==> config.mk <==
export PLATFORM = sky130hd
export DESIGN_NAME = level_two_collision_detector
export DESIGN_NICKNAME = d
export VERILOG_FILES = /design/src/rtl/level_two_collision_detector.sv
export SDC_FILE = /design/constraint.sdc
export NUM_CORES = 1
export LEC_CHECK = 0
export CAP_MARGIN = 20
export CELL_PAD_IN_SITES_DETAIL_PLACEMENT = 0
export CELL_PAD_IN_SITES_GLOBAL_PLACEMENT = 1
export CORE_ASPECT_RATIO = 0.7
export CORE_MARGIN = 8
export CORE_UTILIZATION = 45
export DETAILED_ROUTE_END_ITERATION = 6
export GPL_TIMING_DRIVEN = 0
export PLACE_DENSITY = 0.85
export SETUP_SLACK_MARGIN = 0.05
export SYNTH_ARGS = -nofsm -noshare
export SYNTH_HDL_FRONTEND = slang
export SYNTH_SLANG_ARGS = --single-unit
==> constraint.sdc <==
create_clock -name clk -period 3.4 [get_ports clk]
set_clock_uncertainty 0.1 [all_clocks]
set_input_delay 0.68 -clock clk [delete_from_list [all_inputs] [get_ports clk]]
set_output_delay 0.68 -clock clk [all_outputs]
set_load 0.02 [all_outputs]
==> src/rtl/level_two_collision_detector.sv <==
// Level-two collision detector: counts player/level overlapping pixels per
// frame and issues one registered collision pulse per qualifying frame,
// followed by a programmable number of blocked (cooldown) frames.
// Optional build macro: COLLISION_FIRST_EDGE_EN (report the first-contact
// edge code instead of the OR of all overlapping edge codes).
module level_two_collision_detector #(
    parameter int unsigned PIXEL_COUNT_BITS = 10,
    parameter int unsigned MIN_HIT_PIXELS   = 4,
    parameter int unsigned COOLDOWN_FRAMES  = 2,
    parameter int unsigned EDGE_BITS        = 4
) (
    input  logic                        clk,
    input  logic                        resetN,
    input  logic                        startOfFrame,
    input  logic                        enable,
    input  logic                        playerDrawingRequest,
    input  logic                        levelDrawingRequest,
    input  logic [EDGE_BITS-1:0]        levelHitEdgeCode,
    output logic                        collision,
    output logic [EDGE_BITS-1:0]        collisionEdgeCode,
    output logic [PIXEL_COUNT_BITS-1:0] hitPixelCount
);

    localparam int unsigned CD_W = (COOLDOWN_FRAMES > 1) ? $clog2(COOLDOWN_FRAMES + 1) : 1;
    localparam logic [PIXEL_COUNT_BITS-1:0] CNT_MAX = '1;

    typedef enum logic [1:0] {IDLE, ACCUM, REPORT, COOLDOWN} state_t;

    // A zero threshold would report every frame; reject it at elaboration.
    generate
        if (MIN_HIT_PIXELS == 0) begin : g_min_hit_check
            $error("MIN_HIT_PIXELS must be at least 1");
        end
    endgenerate

    state_t                      state_q, state_d;
    logic [PIXEL_COUNT_BITS-1:0] cnt_q, cnt_d;
    logic [EDGE_BITS-1:0]        edge_q, edge_d;
    logic [CD_W-1:0]             cd_q, cd_d;
    logic                        coll_d;
    logic [EDGE_BITS-1:0]        code_d;
    logic [PIXEL_COUNT_BITS-1:0] hpc_d;

    logic                        overlap_c;
    logic [PIXEL_COUNT_BITS-1:0] cnt_inc_c;
    logic [EDGE_BITS-1:0]        edge_upd_c;
    logic [PIXEL_COUNT_BITS-1:0] frame_cnt_c;
    logic [EDGE_BITS-1:0]        frame_edge_c;
    logic                        hit_c;

    // Per-pixel datapath terms: overlap, saturating count, edge merge, frame restart values.
    always_comb begin
        overlap_c    = playerDrawingRequest & levelDrawingRequest;
        cnt_inc_c    = (cnt_q == CNT_MAX) ? cnt_q : cnt_q + PIXEL_COUNT_BITS'(1);
`ifdef COLLISION_FIRST_EDGE_EN
        edge_upd_c   = (cnt_q == '0) ? levelHitEdgeCode : edge_q;
`else
        edge_upd_c   = edge_q | levelHitEdgeCode;
`endif
        frame_cnt_c  = PIXEL_COUNT_BITS'(overlap_c);
        frame_edge_c = overlap_c ? levelHitEdgeCode : '0;
        hit_c        = (32'(cnt_q) >= MIN_HIT_PIXELS);
    end

    // Next-state and next-output logic; an overlap on startOfFrame opens the new frame.
    always_comb begin
        state_d = state_q;
        cnt_d   = cnt_q;
        edge_d  = edge_q;
        cd_d    = cd_q;
        coll_d  = 1'b0;
        code_d  = collisionEdgeCode;
        hpc_d   = hitPixelCount;

        if (!enable) begin
            state_d = IDLE;
            cnt_d   = '0;
            edge_d  = '0;
            cd_d    = '0;
        end else begin
            if (state_q != IDLE) begin
                if (startOfFrame) begin
                    hpc_d  = cnt_q;
                    cnt_d  = frame_cnt_c;
                    edge_d = frame_edge_c;
                end else if (overlap_c) begin
                    cnt_d  = cnt_inc_c;
                    edge_d = edge_upd_c;
                end
            end

            case (state_q)
                IDLE: begin
                    if (startOfFrame) begin
                        state_d = ACCUM;
                        cnt_d   = frame_cnt_c;
                        edge_d  = frame_edge_c;
                    end
                end
                ACCUM: begin
                    if (startOfFrame && hit_c) begin
                        state_d = REPORT;
                        coll_d  = 1'b1;
                        code_d  = edge_q;
                    end
                end
                REPORT: begin
                    state_d = (COOLDOWN_FRAMES > 0) ? COOLDOWN : ACCUM;
                    cd_d    = CD_W'(COOLDOWN_FRAMES);
                end
                COOLDOWN: begin
                    if (startOfFrame) begin
                        if (cd_q <= CD_W'(1)) begin
                            state_d = ACCUM;
                            cd_d    = '0;
                        end else begin
                            cd_d    = cd_q - CD_W'(1);
                        end
                    end
                end
                default: state_d = IDLE;
            endcase
        end
    end

    // State, accumulator and output registers.
    always_ff @(posedge clk or negedge resetN) begin
        if (!resetN) begin
            state_q           <= IDLE;
            cnt_q             <= '0;
            edge_q            <= '0;
            cd_q              <= '0;
            collision         <= 1'b0;
            collisionEdgeCode <= '0;
            hitPixelCount     <= '0;
        end else begin
            state_q           <= state_d;
            cnt_q             <= cnt_d;
            edge_q            <= edge_d;
            cd_q              <= cd_d;
            collision         <= coll_d;
            collisionEdgeCode <= code_d;
            hitPixelCount     <= hpc_d;
        end
    end

endmodule

==> out/qor.csv <==
stage;metric;value;unit
status;status;finished, final reports clean;
route;Initial DRC Count;59;
power_and_ir_drop;Clock power frac;31.9;%
route;via count;1226;
logic_synthesis;Post-Syn Area;1605;um2
placed_design;Routability Congestion;0.7947;
power_and_ir_drop;Max VDD drop;0.3751;mV
route;routed vias/inst;5.473;
sta;Max Clk Rate;435.1;MHz
sta;RSZ-0062 raised after global routing;no;
final_layout;register area;825.8;um2
logic_synthesis;Async S/R FF share, synth;100.0;%
logic_synthesis;number of synthesized flops with an enable pin;0;
logic_synthesis;register area share after synthesis;51.44;%
floorplan;I/O pin count;25;
logic_synthesis;dominant cell type by area after synthesis;dfrtp_1;
critical_path;worst r2r src;state_q[0]$_DFFE_PN0P_;
sta;time the worst path needs with I/O delays and setup;2.298;ns
placed_design;Post-Place Cells;217;
power_and_ir_drop;Sequential Power Share;48.0;%
logic_synthesis;syn avg cell area;11.15;um2
floorplan;core area;3468;um2
logic_synthesis;top_reg_cell synth;dfrtp_1;
power_and_ir_drop;Comb pwr share;20.1;%
critical_path;crit path max fanout;10;
route;WL/cell;15.19;um
sta;final max-slew violation count;0;
final_layout;FILL cells;319;
sta;final hold violations;0;
critical_path;Setup crit end kind;flop;
final_layout;layout cells sized above 1;13.79;%
logic_synthesis;syn nets;160;
sta;max_slew headroom;50.59;%
logic_synthesis;Post-Syn Instances;144;
clocking;PostCTS Resize Cnt;0;
logic_synthesis;Unique masters post-synth;41;
clocking;CTS tree;built;
logic_synthesis;largest cells by area after synthesis;dfrtp_1 51%, mux2_2 4.9%, ha_1 4.7%, mux2_4 3.7%, nand2_1 2.8%;
clocking;CTS root buf;clkbuf_8;
global_route;first-pass GRT wire length;5651;um
critical_path;kind of critical path;in -> reg;
clocking;Clock Pin Slew Worst Setup and Hold Paths;0.06;ns
clocking;worst skew pair latency;0.28;ns
min_path;Hold Crit Class;in -> async;
power_and_ir_drop;internal power;0.6608;mW
final_layout;final core utilization;57.07;%
logic_synthesis;#FFs+latches synth;33;
global_route;global route overflow;0;
final_layout;Layout Cells excl Fill;224;
clocking;CTS buffer count;5;
clocking;H-tree levels;2;
route;Total Wirelength;3403;um
power_and_ir_drop;overall power;0.9091;mW
route;Routed Antenna Nets;0;
clocking;clk sink count;33;
floorplan;Die W;87.39;um
route;DRT Pass-1 Iters;4;
clocking;# Post-CTS Setup Buffers;0;
critical_path;Critical Path Start Type;input pin;
logic_synthesis;count leader, synth;dfrtp_1;
power_and_ir_drop;Switch Pwr;0.2483;mW
logic_synthesis;Post-synth top cells;33 x dfrtp_1, 12 x nand2_1, 11 x nor2_1;
sta;fin crit share;67.59;%
sta;final setup vio count;0;
floorplan;Initial Util;46.28;%
floorplan;die height;65.97;um
power_and_ir_drop;PD cells;459.3;nW/um2
global_route;GRT Total Usage;12.53;%
critical_path;Worst Setup SP;enable;
sta;TNS Setup;0;ns
clocking;CTS Hold Bufs;0;
power_and_ir_drop;Switching Share;27.31;%
final_layout;growth of design area from synthesis to finish;23.30;%
global_route;initial antenna violation count;0;
final_layout;nets@finish;190;
final_layout;area occupied by multi-input gates;724.4;um2
global_route;largest net degree at the start of global routing;34;
final_layout;number of antenna cells inserted;0;
floorplan;DIE AREA;5765;um2
logic_synthesis;top cell type's share of synthesized area;51.44;%
clocking;Clock Tree Buf Depth;2;
placed_design;Post-DP HPWL;2514;um
sta;worst-margin pin slew;0.7412;ns
global_route;number of global-route vias before repair;1257;
power_and_ir_drop;leakage;0.8864;nW
floorplan;row count;18;
logic_synthesis;YS warnings;0;
flow_run;max_cap viols;0;
route;drt drc;0;
placed_design;pre-CTS WS;0.8180;ns
placed_design;Port Buf Inserts;23;
critical_path;Critical Path AT;2.36;ns
sta;worst setup margin;1.102;ns
critical_path;CP Data Required Time;3.46;ns
[worst max-delay path, stage by stage]
cell,delay [ns]
clkdlybuf4s50_1,0.61
inv_1,0.15
or3_1,0.33
buf_2,0.17
buf_6,0.14
mux2_2,0.27
[placed cells by master (no fill, tap or decap), types with 3 or more instances in the layout]
cell,instances
a21oi_1,3
dfrtp_1,33
o21ai_0,8
nand3b_1,3
ha_1,6
or4_1,3
nand3_1,5
mux2_4,4
buf_2,3
a22o_1,4
mux2_2,7
clkbuf_8,6
mux2i_1,3
clkdlybuf4s50_1,22
inv_1,8
nor2_1,11
nand2_1,12
[logic make-up (layout without fill, tap and decap cells)]
| group | count (synthesis) | after routing | share of synthesized area (%) |
|---|---|---|---|
| compound gates | 31 | 31 | 14.03 |
| mux | 14 | 14 | 10.52 |
| buf+inv | 12 | 42 | 3.429 |
| fa+ha+maj | 6 | 6 | 4.676 |
| simple gates | 47 | 47 | 15.35 |
| flops | 33 | 33 | 51.44 |
| xor+xnor | 1 | 1 | 0.5457 |
[sequential cells by signal (all words and copies together), names as in the netlist]
signal             count
cd_q                   2
cnt_q                 10
collision              1
collisionEdgeCode      4
edge_q                 4
hitPixelCount         10
state_q                2
[metrics by stage]
step | hold slack, ns | cell area [um2]
finish | 0.3619 | 1979
global route | 0.4192 | 1979
CTS | 0.3810 | 1979
detailed placement | 0.3700 | 1893
global placement | 0.3652 | 1898
floorplan | 0.2844 | 1605
[worst paths after layout]
kind,to,slack (ns),depth (start not counted)
max in group asynchronous,cd_q[0]$_DFFE_PN0P_,2.36,1
min in group clk,hitPixelCount[0]$_DFFE_PN0P_,0.38,2
min reg2reg,hitPixelCount[0]$_DFFE_PN0P_,0.38,2
min,edge_q[0]$_DFF_PN0_,0.36,1
max reg2reg,cnt_q[7]$_DFF_PN0_,1.31,6
max,hitPixelCount[3]$_DFFE_PN0P_,1.10,6
[final cells by class]
| class | instances | share of cell area (%) |
|---|---|---|
| Sequential cell | 33 | 41.72 |
| Inverter | 8 | 1.517 |
| Multi-Input combinational cell | 99 | 36.60 |
| Timing Repair Buffer | 23 | 11.38 |
| Clock buffer | 7 | 4.362 |
| Buffer | 4 | 1.264 |
| Tap cell | 50 | 3.161 |
[routing by layer]
metal	routed length (um)	vias up	GRT usage, %
met5	0	-	0
met4	31	0	5.544
met3	175	4	4.094
met2	1558	21	19.87
met1	1638	613	15.25
li1	-	588	-
[power by group through the flow]
stage | sequential [mW] | combinational (mW) | clock, mW
3_3_place_gp | 0.441 | 0.178 | 0
2_1_floorplan | 0.448 | 0.117 | 0
5_1_grt | 0.438 | 0.206 | 0.318
4_1_cts | 0.437 | 0.186 | 0.300
6_report | 0.437 | 0.183 | 0.290
3_5_place_dp | 0.444 | 0.183 | 0
Power figures use the tool's default switching activity.
